--- src/rtl/egress_vlan_tagger.sv ---
// rtl/egress_vlan_tagger.sv - per-port egress VLAN filter/tagger, 64-bit crossbar in, 32-bit port out
// Optional build macro EGRESS_NATIVE_UNTAGGED_EN: trunk frames on the native VLAN leave untagged.
module egress_vlan_tagger #(
    parameter logic [15:0] TPID             = 16'h8100,
    parameter int          DROP_COUNT_WIDTH = 16
) (
    input  logic                        clk,
    input  logic                        areset_n,
    input  logic [63:0]                 s_tdata,
    input  logic [7:0]                  s_tkeep,
    input  logic                        s_tvalid,
    output logic                        s_tready,
    input  logic                        s_tlast,
    input  logic [11:0]                 s_tuser,
    output logic [31:0]                 m_tdata,
    output logic [3:0]                  m_tkeep,
    output logic                        m_tvalid,
    input  logic                        m_tready,
    output logic                        m_tlast,
    output logic [0:0]                  m_tuser,
    input  logic [11:0]                 port_vlan,
    input  logic                        port_trunk,
    output logic [DROP_COUNT_WIDTH-1:0] drop_count
);

`ifdef EGRESS_NATIVE_UNTAGGED_EN
    localparam bit NATIVE_UNTAG = 1'b1;
`else
    localparam bit NATIVE_UNTAG = 1'b0;
`endif

    typedef enum logic [2:0] {IDLE, SEND_HI, SEND_LO, SEND_TAG, DROP} state_t;

    state_t      state, state_nxt;
    logic [63:0] hold_data;
    logic [7:0]  hold_keep;
    logic        hold_last;
    logic [1:0]  hold_idx;
    logic        hold_tag;
    logic [11:0] hold_vid;
    logic        ready_en;

    logic        rdy, take_first, load_beat, first, out_upd, valid_nxt, drop_inc;
    logic        tag_here, lo_empty, final_word, f_drop, f_tag;
    logic [63:0] ld_data;
    logic [7:0]  ld_keep;
    logic        ld_last, ld_tag;
    logic [1:0]  ld_idx;
    logic [11:0] ld_vid;
    logic [31:0] nxt_data;
    logic [3:0]  nxt_keep;
    logic        nxt_last;

    assign tag_here   = hold_tag && (hold_idx == 2'd1);
    assign lo_empty   = (hold_keep[3:0] == 4'h0);
    // The word currently presented is the last one this held beat produces.
    assign final_word = (state == SEND_LO)
                     || (state == SEND_HI && !tag_here && lo_empty)
                     || (state == SEND_TAG && lo_empty);
    assign f_drop     = s_tlast || (!port_trunk && (s_tuser != port_vlan));
    assign f_tag      = port_trunk && !(NATIVE_UNTAG && (s_tuser == port_vlan));

    assign s_tready   = rdy;
    assign m_tuser    = 1'b0;

    always_comb begin
        state_nxt  = state;
        rdy        = 1'b0;
        take_first = 1'b0;
        load_beat  = 1'b0;
        first      = 1'b0;
        out_upd    = 1'b0;
        valid_nxt  = m_tvalid;
        drop_inc   = 1'b0;
        case (state)
            IDLE: begin
                rdy        = ready_en;
                take_first = s_tvalid && ready_en;
            end
            DROP: begin
                rdy = ready_en;
                if (s_tvalid && ready_en && s_tlast)
                    state_nxt = IDLE;
            end
            default: begin
                if (final_word) begin
                    // Also ready while starved mid-frame, when nothing is on the output.
                    rdy = m_tready || !m_tvalid;
                    if (rdy) begin
                        if (hold_last) begin
                            if (s_tvalid) begin
                                take_first = 1'b1;
                            end else begin
                                state_nxt = IDLE;
                                valid_nxt = 1'b0;
                            end
                        end else if (s_tvalid) begin
                            load_beat = 1'b1;
                            state_nxt = SEND_HI;
                            out_upd   = 1'b1;
                            valid_nxt = 1'b1;
                        end else begin
                            valid_nxt = 1'b0;
                        end
                    end
                end else if (m_tready) begin
                    state_nxt = (state == SEND_HI && tag_here) ? SEND_TAG : SEND_LO;
                    out_upd   = 1'b1;
                end
            end
        endcase
        if (take_first) begin
            load_beat = 1'b1;
            first     = 1'b1;
            if (f_drop) begin
                drop_inc  = 1'b1;
                valid_nxt = 1'b0;
                state_nxt = s_tlast ? IDLE : DROP;
            end else begin
                state_nxt = SEND_HI;
                out_upd   = 1'b1;
                valid_nxt = 1'b1;
            end
        end
    end

    always_comb begin
        ld_data = load_beat ? s_tdata : hold_data;
        ld_keep = load_beat ? s_tkeep : hold_keep;
        ld_last = load_beat ? s_tlast : hold_last;
        ld_tag  = first ? f_tag : hold_tag;
        ld_vid  = first ? s_tuser : hold_vid;
        if (first)
            ld_idx = 2'd0;
        else if (load_beat)
            ld_idx = (hold_idx == 2'd2) ? 2'd2 : 2'(hold_idx + 2'd1);
        else
            ld_idx = hold_idx;

        nxt_data = ld_data[63:32];
        nxt_keep = ld_keep[7:4];
        nxt_last = ld_last && (ld_keep[3:0] == 4'h0) && !(ld_tag && ld_idx == 2'd1);
        case (state_nxt)
            SEND_TAG: begin
                nxt_data = {TPID, 4'h0, ld_vid};
                nxt_keep = 4'hF;
                nxt_last = ld_last && (ld_keep[3:0] == 4'h0);
            end
            SEND_LO: begin
                nxt_data = ld_data[31:0];
                nxt_keep = ld_keep[3:0];
                nxt_last = ld_last;
            end
            default: ;
        endcase
    end

    always_ff @(posedge clk or negedge areset_n) begin
        if (!areset_n) begin
            state      <= IDLE;
            hold_data  <= '0;
            hold_keep  <= '0;
            hold_last  <= 1'b0;
            hold_idx   <= 2'd0;
            hold_tag   <= 1'b0;
            hold_vid   <= '0;
            ready_en   <= 1'b0;
            m_tdata    <= '0;
            m_tkeep    <= '0;
            m_tlast    <= 1'b0;
            m_tvalid   <= 1'b0;
            drop_count <= '0;
        end else begin
            state    <= state_nxt;
            ready_en <= 1'b1;
            m_tvalid <= valid_nxt;
            if (load_beat) begin
                hold_data <= ld_data;
                hold_keep <= ld_keep;
                hold_last <= ld_last;
                hold_idx  <= ld_idx;
                hold_tag  <= ld_tag;
                hold_vid  <= ld_vid;
            end
            if (out_upd) begin
                m_tdata <= nxt_data;
                m_tkeep <= nxt_keep;
                m_tlast <= nxt_last;
            end
            if (drop_inc && (drop_count != {DROP_COUNT_WIDTH{1'b1}}))
                drop_count <= drop_count + DROP_COUNT_WIDTH'(1);
        end
    end

endmodule

--- config.mk ---
export PLATFORM = sky130hd
export DESIGN_NAME = egress_vlan_tagger
export DESIGN_NICKNAME = d
export VERILOG_FILES = /design/src/rtl/egress_vlan_tagger.sv
export SDC_FILE = /design/constraint.sdc
export NUM_CORES = 1
export LEC_CHECK = 0
export CAP_MARGIN = 20
export CORE_ASPECT_RATIO = 0.75
export CORE_MARGIN = 2
export CORE_UTILIZATION = 40
export DETAILED_ROUTE_END_ITERATION = 8
export GPL_TIMING_DRIVEN = 0
export MAX_ROUTING_LAYER = met4
export PLACE_DENSITY_LB_ADDON = 0.12
export REMOVE_ABC_BUFFERS = 1
export SETUP_SLACK_MARGIN = 0.15
export SYNTH_ARGS = -nofsm -noshare
export SYNTH_HDL_FRONTEND = slang
export SYNTH_SLANG_ARGS = --single-unit
--- constraint.sdc ---
create_clock -name clk -period 2.44 [get_ports clk]
set_clock_uncertainty 0.1 [all_clocks]
set_input_delay 0.366 -clock clk [delete_from_list [all_inputs] [get_ports clk]]
set_output_delay 0.366 -clock clk [all_outputs]
set_load 0.005 [all_outputs]
Yosys cells after proc, flatten, opt, wreduce, memory -nomap -nowiden:

Index checks and enable logic that the tools add are counted.
Widths: inputs -> output; s select.

* register bits after elaboration: 146
* input port bits: 102
* output and inout bits: 56
* word-level logic and storage cells: 105

* $add $sub $neg: 2
* equality and inequality tests: 13
* mux-type cells: 50
* reductions and logical operators: 27

Operators by type and width (count)
* $mux 64: 1
* $pmux 32 s2: 1
* $mux 3: 10
* $mux 1: 29
* $add 16x1->16 const B: 1
* $ne 16x16->1 const B: 1
* $eq 3x2->1 const B: 4
* $logic_and 1x1->1: 12
* $mux 12: 1
* $ne 12x12->1: 1
* $logic_not 4->1: 2
* $mux 8: 1
* $pmux 4 s2: 1
* $mux 2: 3
* $pmux 3 s2: 1
* $eq 2x1->1 const B: 2
* $logic_not 1->1: 4
* $logic_or 1x1->1: 4
* $pmux 1 s2: 2
* $reduce_and 4->1: 1
* $reduce_bool 2->1: 2
* $eq 3x1->1 const B: 1
* $eq 3x3->1 const B: 1
* $logic_not 3->1: 1
* other kinds (5): 5

Depth between registers and ports, before layout:

* word-level depth: 17
* depth in mapped cells: 12
* depth with buffers taken out: 9

Least setup slack after synthesis:

No wires, ideal clock.

* path kind: register to register
* start point: register hold_keep[0]
* end point: register m_tlast
* library setup time: 0.131 ns
* data arrival time: 2.444 ns
* required time: 2.209 ns
* path slack: -0.235 ns
* stages on the path, launching flop included: 9
* path buffers: 2
* period minus slack after synthesis: 2.675 ns
* path through: dfrtp_1 -> o41a_1 -> or4_1 -> buf_2 -> o21a_4 -> o311a_4 -> buf_6 -> a221oi_1 -> o31ai_1

* cells in the longest elaborated chain, start to end: 14
* elaborated cells between the ends (all ways): 32
* classes of those cells: 3 x eq/ne; 19 x mux; 10 x reduce/logical

Ends and longest elaborated chain
* start: declaration: RTL line 36 `logic [7:0] hold_keep;`
* start signal: assignment: RTL line 179 `hold_keep <= ld_keep;`
* $logic_not 4->1: RTL line 55 `assign lo_empty = (hold_keep[3:0] == 4'h0);`
* $logic_and 1x1->1: RTL line 58 `|| (state == SEND_HI && !tag_here && lo_empty)`
* $logic_or 1x1->1: RTL line 58
* $logic_or 1x1->1: RTL line 59 `|| (state == SEND_TAG && lo_empty);`
* $mux 1: RTL line 86 `if (final_word) begin`
* $pmux 1 s2 / $mux 1 (equally long branches): RTL line 75 `case (state)`
* $mux 1: RTL line 112 `if (take_first) begin`
* $mux 2: RTL line 135 `else if (load_beat)`
* $mux 2: RTL line 133 `if (first)`
* $eq 2x1->1: RTL line 142 `nxt_last = ld_last && (ld_keep[3:0] == 4'h0) && !(ld_tag && ld_idx == 2'd1);`
* $logic_and 1x1->1: RTL line 142
* $logic_not 1->1: RTL line 142
* $logic_and 1x1->1: RTL line 142
* $pmux 1 s2: RTL line 143 `case (state_nxt)`
* end signal: assignment: RTL line 188 `m_tlast <= nxt_last;`
* end: declaration: RTL line 19 `output logic m_tlast,`

Parallel ways exist; a longest one is shown, timed or not.
A chain may end at the register's enable or synchronous reset.

Worst setup path in the final report:

* start point: register hold_keep[3]
* end point: register m_tdata[6]

* cells in the longest elaborated chain, start to end: 9
* elaborated cells between the ends (all ways): 23
* classes of those cells: 2 x eq/ne; 16 x mux; 5 x reduce/logical

Ends and longest elaborated chain
* $logic_not 4->1 (*): RTL line 55
* $logic_and 1x1->1: RTL line 58
* $logic_or 1x1->1: RTL line 58
* $logic_or 1x1->1 (*): RTL line 59
* $mux 3 / $mux 1 (equally long branches): RTL line 86
* $pmux 3 s2, or another cell as far along: RTL line 75
* $mux 3 / $mux 1 (equally long branches): RTL line 112
* $eq 3x2->1, or another cell as far along: RTL line 143
* $pmux 32 s2: RTL line 143
* end signal: assignment: RTL line 186 `m_tdata <= nxt_data;`
* end: declaration: RTL line 15 `output logic [31:0] m_tdata,`

Every way passes the cells marked *; elsewhere a longest branch is shown, timed or not.

==> out/qor.tcl <==
set qor(drv_cap) 0
set qor(syn_area_per_cell_um2) 12.2
set qor(r2r_cells) 10
set qor(syn_area_um2) 6620
set qor(postSynthRegisterBits) 146
set qor(clock_power_share_pct) 20.2
set qor(worst_hold_class) {primary input to async pin}
set qor(pin_count_of_the_biggest_net_entering_global_routing) 94
set qor(cellPowerDensity_nw_per_um2) 1270
set qor(synth_enable_flop_cells) 0
set qor(multi_input_area_um2) 3410
set qor(avgViaCountPerCell) 5.39
set qor(io_buffers) 156
set qor(pwr-share-seq_pct) 29.6
set qor(grt_antenna_before_repair) 0
set qor(drt-wirelength-per-cell_um) 20.8
set qor(clockBufferDepth) 2
set qor(worst_setup_hold_path_clk_slew_ns) 0.06
set qor(clock.fmax_mhz) 335
set qor(postSynth.topFlopCell) {sky130_fd_sc_hd__dfrtp_1}
set qor(max_rail_drop_vdd_mv) 0.647
set qor(floorplan.initialDensity_pct) 41.1
set qor(post-route-min-period_ns) 2.98
set qor(final-setup-viol-count) 139
set qor(remaining_drc_errors) 0
set qor(min_period_over_period_pct) 122
set qor(crit_path_max_fanout) 8
set qor(detailed_place_hpwl_um) 11400
set qor(cts.sinks) 146
set qor(timing_worst_setup_path_type) {register to register}
set qor(endpoint_kind) {register}
set qor(core_area_um2) 16100
set qor(fin_ws_ns) -0.543
set qor(outcome) {finished with violations}
set qor(yosys_warnings) 0
set qor(root_buffer) {sky130_fd_sc_hd__clkbuf_16}
set qor(fillerInstances) 1119
set qor(netSwitchingPower_mw) 4.61
set qor(drt_pass1_iterations) 4
set qor(cts_htree_levels) 4
set qor(design.die.area_um2) 17600
set qor(gp_congestion) 0.836
set qor(critical_path_required_ns) 2.64
set qor(worst_skew_pair.late_latency_ns) 0.43
set qor(finish.net_count) 885
set qor(detailroute.via_count) 5403
set qor(die_h_um) 115
set qor(timing.slew.headroom_pct) 52.0
set qor(synth_most_common_cell) {sky130_fd_sc_hd__dfrtp_1}
set qor(route.antenna.remaining_nets) 0
set qor(grt_pass1_vias) 5546
set qor(drt-total-wl_um) 20900
set qor(netlist.top_cell.by_area) {sky130_fd_sc_hd__dfrtp_1}
set qor(grt_pass1_wl_um) 31100
set qor(rsz0062_at_grt) {yes}
set qor(setup-tns-final_ns) -38.47
set qor(layout_overhead_on_the_synthesized_area_pct) 63.5
set qor(synth.lib_cells_used.distinct) 55
set qor(io_pins) 158
set qor(finalInstanceArea_um2) 10800
set qor(min_hold_slack_ns) 0.348
set qor(totalPowerFinal_mw) 13.7
set qor(dpl-instance-area_um2) 8440
set qor(timing.critical_path.arrival_ns) 3.19
set qor(start_kind) {register}
set qor(tritoncts) {built}
set qor(synth_common_cells) {sky130_fd_sc_hd__dfrtp_1 (146), sky130_fd_sc_hd__mux2_2 (86), sky130_fd_sc_hd__nor2_1 (48)}
set qor(core.rowCount) 40
set qor(timing_worst_slew_pin_value_ns) 0.718
set qor(seq_area_um2) 3650
set qor(violations_in_the_final_reports) {negative setup slack}
set qor(async_reset_ff_share_pct) 100
set qor(drt_first_iter_violations) 308
set qor(drv_slew) 0
set qor(syn-instance-count) 542
set qor(antenna_cells_inserted) 0
set qor(finalHoldViolCount) 0
set qor(dpl_worst_slack_ns) -1.59
set qor(globalRouteOverflowTotal) 0
set qor(power_leakage_nw) 4.58
set qor(cellInternalPower_mw) 9.10
set qor(layout-drive-gt1-share_pct) 37.7
set qor(die_w_um) 153
set qor(synth-seq-area-share_pct) 55.2
set qor(grtUsageTotal_pct) 24.0
set qor(cts_buffers) 17
set qor(synth_top_area_share_pct) 55.2
set qor(pwr-share-comb_pct) 50.2
set qor(ys_top_cells_by_area) {sky130_fd_sc_hd__dfrtp_1 (55%), sky130_fd_sc_hd__mux2_2 (15%), sky130_fd_sc_hd__xor2_1 (3.4%)}
set qor(sw_frac_of_total_pct) 33.6
[metrics by stage]
step | instances | util (%)
finish | 1003 | 67.1
detailed placement | 884 | 52.4
global placement | 877 | 51.2
global route | 1003 | 67.1
CTS | 971 | 63.1
floorplan | 511 | -
[placed cells by master, fill, tap and decap left out, drive strengths merged, types with 3 or more instances in the layout]
master	count
dfrtp	146
o21ai	5
mux2i	15
o31ai	7
nor4	8
mux2	86
o311a	3
bufinv	3
inv	11
nand2	34
nor3	21
clkbuf	25
and3	4
buf	86
clkinv	4
ha	3
a211oi	12
a21oi	3
clkinvlp	4
xor2	26
clkdlybuf4s50	154
nand3	27
nand4	4
nor2	49
o21a	4
a31oi	19
[path summary, 6_finish.rpt]
path,end,startpoint,slack (ns)
max in group asynchronous,m_tdata[26],areset_n,1.02
setup / recovery,m_tdata[6],hold_keep[3],-0.54
setup reg to reg,m_tdata[6],hold_keep[3],-0.54
hold / removal,m_tdata[3],areset_n,0.35
min in group clk,drop_count[15],drop_count[15],0.39
hold reg to reg,drop_count[15],drop_count[15],0.39
[timing repair]
| action | CTS | global route |
|---|---|---|
| setup endpoints to repair | 146 | 146 |
| gates cloned | 9 | 4 |
| endpoints found under the hold margin | 53 | 0 |
| hold buffers | 1 | 0 |
| buffers inserted | 45 | 28 |
| resized for setup | 115 | 68 |
| pin swaps | 24 | 25 |
[cell families after synthesis]
| group | after synthesis | synth area share, % |
|---|---|---|
| other | 2 | 0.113 |
| buffers and inverters | 40 | 3.57 |
| adder cells (fa/ha/maj) | 3 | 0.567 |
| flip-flops | 146 | 55.2 |
| XOR/XNOR | 27 | 3.57 |
| multiplexers | 101 | 17.1 |
| AO/OA/AOI/OAI | 66 | 8.79 |
| AND/OR/NAND/NOR | 157 | 11.1 |
[registers in the layout, indices dropped and copies added (netlist names)]
| name | count |
|---|---|
| drop_count | 16 |
| hold_data | 64 |
| hold_idx | 2 |
| hold_keep | 8 |
| hold_last | 1 |
| hold_tag | 1 |
| hold_vid | 12 |
| m_tdata | 32 |
| m_tkeep | 4 |
| m_tlast | 1 |
| m_tvalid | 1 |
| ready_en | 1 |
| state | 3 |
[critical path, cell delays in order, from the launching register on]
cell and delay, ns:
sky130_fd_sc_hd__dfrtp_1 0.39, sky130_fd_sc_hd__o41a_1 0.47, sky130_fd_sc_hd__or4_4 0.57, sky130_fd_sc_hd__buf_12 0.16, sky130_fd_sc_hd__o21ai_4 0.20, sky130_fd_sc_hd__buf_6 0.13, sky130_fd_sc_hd__buf_6 0.09, sky130_fd_sc_hd__buf_12 0.14
sky130_fd_sc_hd__mux2_4 0.34, sky130_fd_sc_hd__mux2i_4 0.17, sky130_fd_sc_hd__a211oi_2 0.09
[routing by layer]
layer  GRT usage [%]  wire [µm]  up-vias
li1                -          -     2436
met1            31.2       9570     2765
met2            37.1       9770      175
met3            6.41       1290       27
met4            7.53        277        0
met5               -          0        -
[area by class of cell]
cell class | count | area share (%)
Sequential cell | 146 | 33.8
Multi-Input combinational cell | 359 | 31.5
Timing Repair Buffer | 245 | 25.9
Clock buffer | 21 | 4.35
Tap cell | 210 | 2.43
Clock inverter | 11 | 1.40
Inverter | 9 | 0.428
Timing Repair inverter | 2 | 0.254
[power groups by stage]
stage / combinational [mW] / sequential [mW] / clock (mW)
detailed placement: 4.46 / 4.05 / 0
global route: 7.27 / 4.18 / 2.93
finish: 6.88 / 4.06 / 2.77
floorplan: 2.57 / 3.95 / 0
CTS: 5.87 / 4.03 / 2.80
global placement: 4.13 / 4.01 / 0
Power figures use the tool's default switching activity.
